## config.mk

```make
export PLATFORM = sky130hd
export DESIGN_NAME = pia_bus_master
export DESIGN_NICKNAME = d
export VERILOG_FILES = /design/src/rtl/pia_bus_pkg.sv /design/src/rtl/pia_bus_master_e_strobe_gen.sv /design/src/rtl/pia_bus_master.sv
export SDC_FILE = /design/constraint.sdc
export NUM_CORES = 1
export LEC_CHECK = 0
export CORE_UTILIZATION = 41
export CTS_CLUSTER_SIZE = 10
export DETAILED_ROUTE_END_ITERATION = 7
export GPL_TIMING_DRIVEN = 0
export HOLD_SLACK_MARGIN = 0.03
export PLACE_DENSITY = 0.79
export SKIP_CTS_REPAIR_TIMING = 1
export SYNTH_ARGS = -nofsm -noshare
export SYNTH_HDL_FRONTEND = slang
export SYNTH_SLANG_ARGS = --single-unit
export TNS_END_PERCENT = 20
```

## constraint.sdc

```tcl
create_clock -name clk -period 1.6 [get_ports clk]
set_clock_uncertainty 0.1 [all_clocks]
set_input_delay 0.48 -clock clk [delete_from_list [all_inputs] [get_ports clk]]
set_output_delay 0.48 -clock clk [all_outputs]
set_load 0.02 [all_outputs]
```

## src/rtl/pia_bus_pkg.sv

```systemverilog
// Shared types and constants for the 6800-style PIA register bus.
package pia_bus_pkg;

    localparam logic [1:0] RS_PORTA = 2'd0;
    localparam logic [1:0] RS_CTRLA = 2'd1;
    localparam logic [1:0] RS_PORTB = 2'd2;
    localparam logic [1:0] RS_CTRLB = 2'd3;

    localparam int DDR_SEL = 2;
    localparam int IRQ1_EN = 0;
    localparam int IRQ2_EN = 3;

    typedef enum logic [1:0] {
        IDLE,
        WAIT,
        RESP
    } state_t;

    typedef struct packed {
        logic [1:0] rs;
        logic       r_w_n;
        logic [7:0] wdata;
    } req_t;

    localparam req_t REQ_RST = '{rs: RS_PORTA, r_w_n: 1'b1, wdata: 8'h00};

endpackage

```

## src/rtl/pia_bus_master_e_strobe_gen.sv

```systemverilog
// Free-running E-cycle divider; one-clock strobe every E_DIV clocks.
module e_strobe_gen #(
    parameter int E_DIV = 12
) (
    input  logic clk,
    input  logic rst,
    output logic e_stb
);

    localparam int CW = $clog2(E_DIV);
    localparam logic [CW-1:0] LAST = CW'(E_DIV - 1);

    logic [CW-1:0] e_cnt;

    always_ff @(posedge clk) begin
        if (rst) begin
            e_cnt <= '0;
        end else if (e_cnt == LAST) begin
            e_cnt <= '0;
        end else begin
            e_cnt <= e_cnt + 1'b1;
        end
    end

    assign e_stb = (e_cnt == LAST);

endmodule

```

## src/rtl/pia_bus_master.sv

```systemverilog
// Single-outstanding register access initiator for one PIA.
// Each access is one chip-select clock aligned to the E strobe.
module pia_bus_master
    import pia_bus_pkg::*;
#(
    parameter int E_DIV = 12
) (
    input  logic       clk,
    input  logic       rst,
    input  logic       req_valid,
    output logic       req_ready,
    input  logic [1:0] req_rs,
    input  logic       req_r_w_n,
    input  logic [7:0] req_wdata,
    output logic       rsp_valid,
    input  logic       rsp_ready,
    output logic [7:0] rsp_rdata,
    output logic       irq,
    output logic       pia_en_e_n,
    output logic       pia_cs,
    output logic [1:0] pia_rs,
    output logic       pia_r_w_n,
    output logic [7:0] pia_data_in,
    input  logic [7:0] pia_data_out,
    input  logic       pia_irq_a,
    input  logic       pia_irq_b
);

    state_t     state;
    state_t     state_nxt;
    req_t       req_q;
    logic [7:0] rdata_q;
    logic       e_stb;
    logic       accept;
    logic       fire;

    e_strobe_gen #(
        .E_DIV(E_DIV)
    ) u_e_strobe (
        .clk  (clk),
        .rst  (rst),
        .e_stb(e_stb)
    );

    assign accept = (state == IDLE) && req_valid;
    assign fire   = (state == WAIT) && e_stb;

    always_ff @(posedge clk) begin
        if (rst) begin
            state   <= IDLE;
            req_q   <= REQ_RST;
            rdata_q <= 8'h00;
        end else begin
            state <= state_nxt;
            if (accept) begin
                req_q <= '{rs: req_rs, r_w_n: req_r_w_n, wdata: req_wdata};
            end
            // PIA read data is combinational, so it is valid at the cs edge
            if (fire) begin
                rdata_q <= req_q.r_w_n ? pia_data_out : 8'h00;
            end
        end
    end

    always_comb begin
        state_nxt   = state;
        req_ready   = 1'b0;
        rsp_valid   = 1'b0;
        pia_cs      = 1'b0;
        pia_r_w_n   = 1'b1;
        pia_data_in = 8'h00;
        unique case (state)
            IDLE: begin
                req_ready = 1'b1;
                if (req_valid) state_nxt = WAIT;
            end
            WAIT: begin
                pia_cs      = e_stb;
                pia_r_w_n   = req_q.r_w_n;
                pia_data_in = req_q.wdata;
                if (e_stb) state_nxt = RESP;
            end
            RESP: begin
                rsp_valid = 1'b1;
                if (rsp_ready) state_nxt = IDLE;
            end
            default: state_nxt = IDLE;
        endcase
    end

    assign rsp_rdata  = rdata_q;
    assign pia_rs     = req_q.rs;
    assign pia_en_e_n = e_stb;
    assign irq        = pia_irq_a | pia_irq_b;

endmodule

```

==> After elaboration in Yosys (flattened, before gate mapping) <==
Cells that the tools add are included.
{ "word_totals": {"latch_bits": 0, "out_inout_bits": 24, "n_memories": 0, "romBits": 0, "inputBits": 25, "register_bits": 25, "mem_bits_rw": 0} }
{ "classes": {"addsub": 1, "mux": 10, "reduce_logical": 5, "n_mul": 0, "n_shift": 0, "eq_ne": 6, "div": 0, "bitwise": 1, "n_lt_le_gt_ge": 0} }
{ "op_table": {"columns": ["op", "count"], "rows": [
  ["8-bit 2-to-1 mux", 2],
  ["2-bit 2-to-1 mux", 3],
  ["2-bit != test (second input constant)", 3],
  ["2-bit case mux with 3 select lines", 1],
  ["4-bit by 1-bit adder with 4-bit output (second input constant)", 1],
  ["4-bit == test (second input constant)", 1],
  ["1-bit 2-to-1 mux", 4],
  ["3-bit AND reduction", 1],
  ["2-bit by 1-bit == test with 1-bit output (second input constant)", 1],
  ["2-bit == test (second input constant)", 1],
  ["1-bit logical AND", 2],
  ["2-bit zero test", 1],
  ["2-bit OR reduction", 1],
  ["1-bit OR", 1]
]} }

==> Logic depth before layout (Yosys ltp) <==
Gate-level depths: netlist (run 1).
{ "logic_depth": {"ltp_word": 3, "depth_mapped": 6, "mapped_depth_nobuf": 5} }

==> By module <==
A second synthesis (run 1) with hierarchy kept.
{ "hier_totals": {"hier_cells": 122, "hier_area_um2": 1233.7} }
{ "by_module_without_submodules": {"columns": ["module", "area_each_um2", "cells_per_inst", "instances", "seq_area_each_um2"], "rows": [
  ["pia_bus_master", 1044.8, 106, 1, 420.4],
  ["e_strobe_gen", 188.9, 16, 1, 80.1]
]} }

==> Least setup slack after synthesis (run 1) <==
OpenSTA, ideal clock, no wires.
{ "synth_path": {"path_kind": "register to output", "startpoint": "register state[0]", "endpoint": "output pia_data_in[0]", "arrival_time_ns": 1.031, "required_ns": 1.020, "path_buffers": 2, "setup_slack_ns": -0.011, "stages_incl_launch_ff": 5, "cell_sequence": "dfxtp_1 > nor2b_1 > buf_4 > buf_6 > and2_1"} }
{ "synth_between": {"elab_chain_len": 2} }
{ "synth_lines": {"columns": ["item", "line_no", "source"], "rows": [
  ["start, declared", "pia_bus_master.sv:29", "state_t state;"],
  ["start signal, assigned", "pia_bus_master.sv:54", "state <= state_nxt;"],
  ["2-bit by 1-bit == test with 1-bit output", "pia_bus_master.sv:72", "unique case (state)"],
  ["8-bit 2-to-1 mux", "pia_bus_master.sv:72", null],
  ["end, declared", "pia_bus_master.sv:23", "output logic [7:0] pia_data_in,"]
]} }
No other way between the ends.

==> Worst setup path in the final report (run 1) <==
{ "layout_path": {"startpoint": "register state[0]", "endpoint": "output pia_r_w_n"} }
{ "layout_between": {"elab_chain_len": 2} }
{ "layout_lines": {"columns": ["item", "line_no", "source"], "rows": [
  ["2-bit by 1-bit == test with 1-bit output", "pia_bus_master.sv:72", null],
  ["1-bit 2-to-1 mux", "pia_bus_master.sv:72", null],
  ["end, declared", "pia_bus_master.sv:22", "output logic pia_r_w_n,"]
]} }
No other way between the ends.

==> impl_metrics.py, run 1 <==
metrics = {
    "critical_path": {
        "reg2regPathDepth": 5,
        "critical_path_arrival_ns": 1.34,
        "cp_max_fo": 7,
        "crit_slowest_cell": "dfxtp_4",
        "endpoint_kind": "output pin",
        "max_stage_delay_ns": 0.39,
        "start_kind": "flop",
        "crit_type": "flop to output pin",
        "worstPathRequired_ns": 1.02,
        "path_delay_family": "flip-flops",
        "critical_path_buf_inv_count": 2,
        "cp.depth": 4,
        "cp_cell_sequence": "nor2b_4 -> buf_6 -> or2b_1 -> buf_6",
        "cpMostUsedCell": "buf_6",
    },
    "timing": {
        "hold_viol": 0,
        "setup_violations": 24,
        "max_clock_freq_mhz": 521,
        "tightestPinTransition_ns": 0.429,
        "fin_crit_sh": 1.20,
        "final.setup.worst_slack_ns": -0.318,
        "hold-worst-slack_ns": 0.359,
        "rsz0062_at_grt": "true",
        "finalMaxSlewViolations": 0,
        "max_slew_margin": 0.714,
        "finalCriticalPeriod_ns": 1.92,
    },
    "routing": {
        "detail_route.wl_per_cell_um": 13.5,
        "vias": 1095,
        "drtIter0Drc": 17,
        "wl_mm": 2.86,
        "drc": 0,
        "antenna_left": 0,
        "firstDrtPassIters": 6,
        "vias_per_cell": 5.17,
    },
    "floorplan": {
        "die_h_um": 53.7,
        "coreArea_sq_um": 2500,
        "die_w_um": 53.7,
        "start_util": 0.438,
        "rows": 18,
        "io_pins": 49,
        "dieArea_sq_um": 2880,
    },
    "final_layout": {
        "fillerInstances": 184,
        "syn2layout_area_growth_pct": 67.9,
        "final_area_sq_um": 1840,
        "layout_common_cells": "23 x clkdlybuf4s50_1, 22 x buf_4, 21 x dfxtp_1",
        "antennaDiodeCount": 0,
        "drive_gt1_frac": 0.346,
        "final_common_cell": "clkdlybuf4s50_1",
        "nets": 209,
    },
    "power_and_ir_drop": {
        "ir_worst_vdd_mv": 0.516,
        "p_comb_frac": 0.214,
        "p_int_uw": 898,
        "p_seq_frac": 0.556,
        "p_clk_frac": 0.230,
        "p_per_area_nw_per_um2": 649,
        "p_sw_uw": 297,
        "leakage_nw": 0.930,
        "total_power_mw": 1.20,
        "swShare": 0.248,
    },
    "logic_synthesis": {
        "synth_flop_cell": "dfxtp_1",
        "avgSynthCellArea_sq_um": 9.53,
        "synth-edff-count": 0,
        "ys_seq_area_frac": 0.457,
        "syn_area_sq_um": 1100,
        "post_synth_inst_count": 115,
        "yosysWarnings": 0,
        "ys_ff_latch": 25,
        "ys_types": 29,
        "synthesis.nets": 141,
        "synthArstFlopShare": 0,
    },
    "place": {
        "routabilityCongestion": 0.703,
        "dp_hpwl_mm": 1.87,
        "port-buffer-count": 47,
        "placed_area_sq_um": 1610,
    },
    "global_routing": {
        "use_met2": 0.325,
        "antenna_found_initial": 0,
        "use_met3": 0.0508,
        "grt_overflow_total": 0,
        "grt_max_degree": 14,
        "grt_busiest_layer": "met2",
        "gr-usage-all-layers": 0.187,
        "grt_use_met1": 0.228,
        "grt_pass1_vias": 944,
        "grt_pass1_wl_mm": 3.97,
    },
    "clocking": {
        "clock-sinks": 25,
        "cts_max_level": 1,
        "clk_pin_slew_worst_paths_ns": 0.13,
        "cts_buffer_depth": 2,
        "cts_inserted_buffers": 3,
        "clk_latency_ns": 0.31,
        "root_buffer": "clkbuf_4",
        "cts_tree": "built",
    },
    "run_status": {
        "status": "finished with violations",
        "violations": "setup timing",
    },
    "flow_run": {
        "drv_cap": 0,
    },
    "min_path": {
        "hold-path-cell-count": 1,
        "min_path_type": "flop to flop",
    },
}
flip-flops by register name, summed over array words and instances, names as in the netlist:
name	cells
state	2
u_e_strobe.e_cnt	4
req_q	9
pia_rs	2
rsp_rdata	8
final timing paths:
| check | to | slack (ns) | startpoint |
|---|---|---|---|
| worst min register to register | u_e_strobe.e_cnt[0] | 0.36 | u_e_strobe.e_cnt[0] |
| worst min-delay path | u_e_strobe.e_cnt[0] | 0.36 | u_e_strobe.e_cnt[0] |
| worst max-delay path | pia_r_w_n | -0.32 | state[0] |
| worst max register to register | req_q[2] | 0.12 | state[0] |
metal layers:
layer  vias to the layer above  share of wire  wire length [um]
met5                         -              0                 0
met4                         0          0.012                33
met3                         4          0.087               248
met2                        48           0.48              1360
met1                       509           0.43              1220
li1                        534              -                 -
cells in the mapped netlist (2+ instances only):
master | n | share of area
clkbuf_1 | 3 | 0.010
dfxtp_1 | 25 | 0.46
mux2i_1 | 11 | 0.10
or2b_1 | 2 | 0.014
and2_1 | 8 | 0.046
a21oi_1 | 8 | 0.037
buf_6 | 3 | 0.031
nor2b_1 | 2 | 0.011
buf_4 | 4 | 0.027
nand4_1 | 8 | 0.046
o21ai_0 | 8 | 0.037
nor2_1 | 16 | 0.055
cell type report:
cell class,count,area (sq um),share of cell area
Clock buffer,4,26.3,0.0143
Buffer,9,71.3,0.0387
Inverter,2,15.0,0.00816
Multi-Input combinational cell,78,557,0.303
Timing Repair Buffer,64,621,0.337
Tap cell,30,37.5,0.0204
Sequential cell,25,513,0.279
per-stage QoR:
stage	setup TNS [ns]	instances	setup WS, ns	utilization
after floorplan	-0.0880	115	-0.0111	-
after global placement	-10.90	192	-0.667	0.642
after CTS	-15.38	196	-1.01	0.653
after detailed placement	-11.27	192	-0.676	0.642
after global routing	-5.22	212	-0.390	0.736
final	-3.76	212	-0.318	0.736
power by group through the flow:
stage | Clock, mW | Sequential (mW) | Combinational [mW]
after floorplan | 0 | 0.675 | 0.114
after global placement | 0 | 0.677 | 0.209
after detailed placement | 0 | 0.679 | 0.213
after CTS | 0.287 | 0.665 | 0.214
after global routing | 0.306 | 0.668 | 0.275
final | 0.275 | 0.664 | 0.256
cell families after synthesis:
logic type,after synthesis,share of synthesized area
simple gates,46,0.249
flops,25,0.457
compound gates,20,0.107
buf+inv,12,0.0753
mux,11,0.100
fa+ha+maj,1,0.0114
Power figures use the tool's default switching activity.
==> inputs of run 2 (changes only) <==
Settings changed: CORE_UTILIZATION 41 to 42, CTS_BUF_LIST set to sky130_fd_sc_hd__clkbuf_8, PLACE_DENSITY 0.79 to 0.81, SKIP_LAST_GASP set to 1.
==> run 2 against run 1 <==
The run still ends with setup timing left; first-iteration DRC count decreased by 35%; final cell count shrank 0.47%; sequential share of layout area is 0.27 points higher; die area shrank 2.3%; critical path type is now input port to output pin; worst hold slack got worse by 0.0063 ns; clock power increased by 30%; count of clock-buffer cells in the layout fell by 1; fmax grew 1.5%.
==> impl_metrics.py, run 2 (same netlist as run 1, synthesis figures left out) <==
metrics = {
    "run_status": {
        "status": "finished with violations",
        "violations": "setup timing",
    },
    "floorplan": {
        "dieArea_sq_um": 2820,
        "die_w_um": 53.1,
        "rows": 18,
        "die_h_um": 53.1,
        "start_util": 0.442,
        "coreArea_sq_um": 2480,
        "io_pins": 49,
    },
    "critical_path": {
        "endpoint_kind": "output pin",
        "crit_slowest_cell": "clkdlybuf4s50_1",
        "critical_path_buf_inv_count": 2,
        "reg2regPathDepth": 6,
        "start_kind": "input port",
        "path_delay_family": "buffers and inverters",
        "critical_path_arrival_ns": 1.31,
        "critPathLaunch": "pia_irq_b",
        "cp.depth": 3,
        "crit_type": "input port to output pin",
        "reg2reg_from": "u_e_strobe.e_cnt[0]",
        "cp_max_fo": 1,
        "cp_cell_sequence": "clkdlybuf4s50_1 -> or2_2 -> buf_6",
        "max_stage_delay_ns": 0.39,
        "worstPathRequired_ns": 1.02,
    },
    "power_and_ir_drop": {
        "swShare": 0.241,
        "p_comb_frac": 0.195,
        "total_power_mw": 1.28,
        "p_seq_frac": 0.524,
        "p_int_uw": 968,
        "p_clk_frac": 0.281,
        "p_per_area_nw_per_um2": 700,
        "p_sw_uw": 307,
        "ir_worst_vdd_mv": 0.876,
        "leakage_nw": 0.815,
    },
    "clocking": {
        "cts_buffer_depth": 2,
        "clock-sinks": 25,
        "cts_inserted_buffers": 3,
        "root_buffer": "clkbuf_8",
        "cts_max_level": 1,
        "cts_tree": "built",
        "clk_latency_ns": 0.26,
        "clk_pin_slew_worst_paths_ns": 0.08,
    },
    "global_routing": {
        "grt_max_degree": 14,
        "antenna_found_initial": 0,
        "grt_pass1_vias": 962,
        "gr-usage-all-layers": 0.199,
        "grt_overflow_total": 0,
        "grt_pass1_wl_mm": 4.08,
    },
    "routing": {
        "wl_mm": 3.03,
        "firstDrtPassIters": 4,
        "detail_route.wl_per_cell_um": 14.3,
        "wl_met3_um": 238,
        "drtIter0Drc": 11,
        "drc": 0,
        "wl_met1_mm": 1.21,
        "vias": 1079,
        "wl_met2_mm": 1.53,
        "vias_per_cell": 5.11,
        "top_layer": "met4",
        "antenna_left": 0,
    },
    "place": {
        "port-buffer-count": 47,
        "dp_hpwl_mm": 1.93,
        "routabilityCongestion": 0.716,
        "placed_area_sq_um": 1610,
    },
    "final_layout": {
        "final_util": 0.736,
        "largest_reg_flops": 9,
        "drive_gt1_frac": 0.304,
        "syn2layout_area_growth_pct": 66.3,
        "nets": 208,
        "largest_register": "req_q",
        "final_common_cell": "clkdlybuf4s50_1",
        "final_area_sq_um": 1820,
        "antennaDiodeCount": 0,
        "layout_common_cells": "32 x clkdlybuf4s50_1, 21 x dfxtp_1, 20 x buf_4",
    },
    "timing": {
        "hold_viol": 0,
        "finalCriticalPeriod_ns": 1.89,
        "final.setup.worst_slack_ns": -0.291,
        "max_slew_margin": 0.696,
        "finalMaxSlewViolations": 0,
        "tightestPinTransition_ns": 0.457,
        "rsz0062_at_grt": "true",
        "max_clock_freq_mhz": 529,
        "setup_violations": 32,
        "fin_crit_sh": 1.18,
        "tns_ns": -6.13,
        "hold-worst-slack_ns": 0.353,
    },
    "min_path": {
        "hold-path-cell-count": 1,
        "holdCritStartpoint": "u_e_strobe.e_cnt[0]",
        "min_path_type": "flop to flop",
    },
    "flow_run": {
        "drv_cap": 0,
    },
}
==> run 2: path summary, 6_finish.rpt <==
path                            slack, ns                  end
worst max-delay path                -0.29                  irq
worst min-delay path                 0.35  u_e_strobe.e_cnt[0]
worst max register to register       0.05             state[0]
worst min register to register       0.35  u_e_strobe.e_cnt[0]
==> run 2: power groups by stage <==
stage / Combinational (mW) / Sequential, mW / Clock (mW)
floorplan: 0.114 / 0.675 / 0
global placement: 0.208 / 0.677 / 0
detailed placement: 0.213 / 0.679 / 0
CTS: 0.215 / 0.665 / 0.370
global route: 0.268 / 0.671 / 0.393
finish: 0.249 / 0.668 / 0.358
==> run 2: per-stage QoR <==
step / std cells / setup slack, ns
2_1_floorplan: 115 / -0.0111
3_3_place_gp: 192 / -0.663
3_5_place_dp: 192 / -0.659
4_1_cts: 196 / -0.947
5_1_grt: 211 / -0.329
6_report: 211 / -0.291
==> run 2: routing by layer <==
metal | up-vias | track usage
li1 | 531 | -
met1 | 496 | 0.210
met5 | - | 0
met3 | 6 | 0.0862
met2 | 46 | 0.367
met4 | 0 | 0.0351
==> run 2: area by class of cell <==
type	count	area [sq um]
Fill cell	190	654
Timing Repair Buffer	63	597
Multi-Input combinational cell	78	548
Sequential cell	25	513
Buffer	9	67.6
Clock buffer	3	41.3
Tap cell	30	37.5
Inverter	2	15.0
Clock inverter	1	3.75
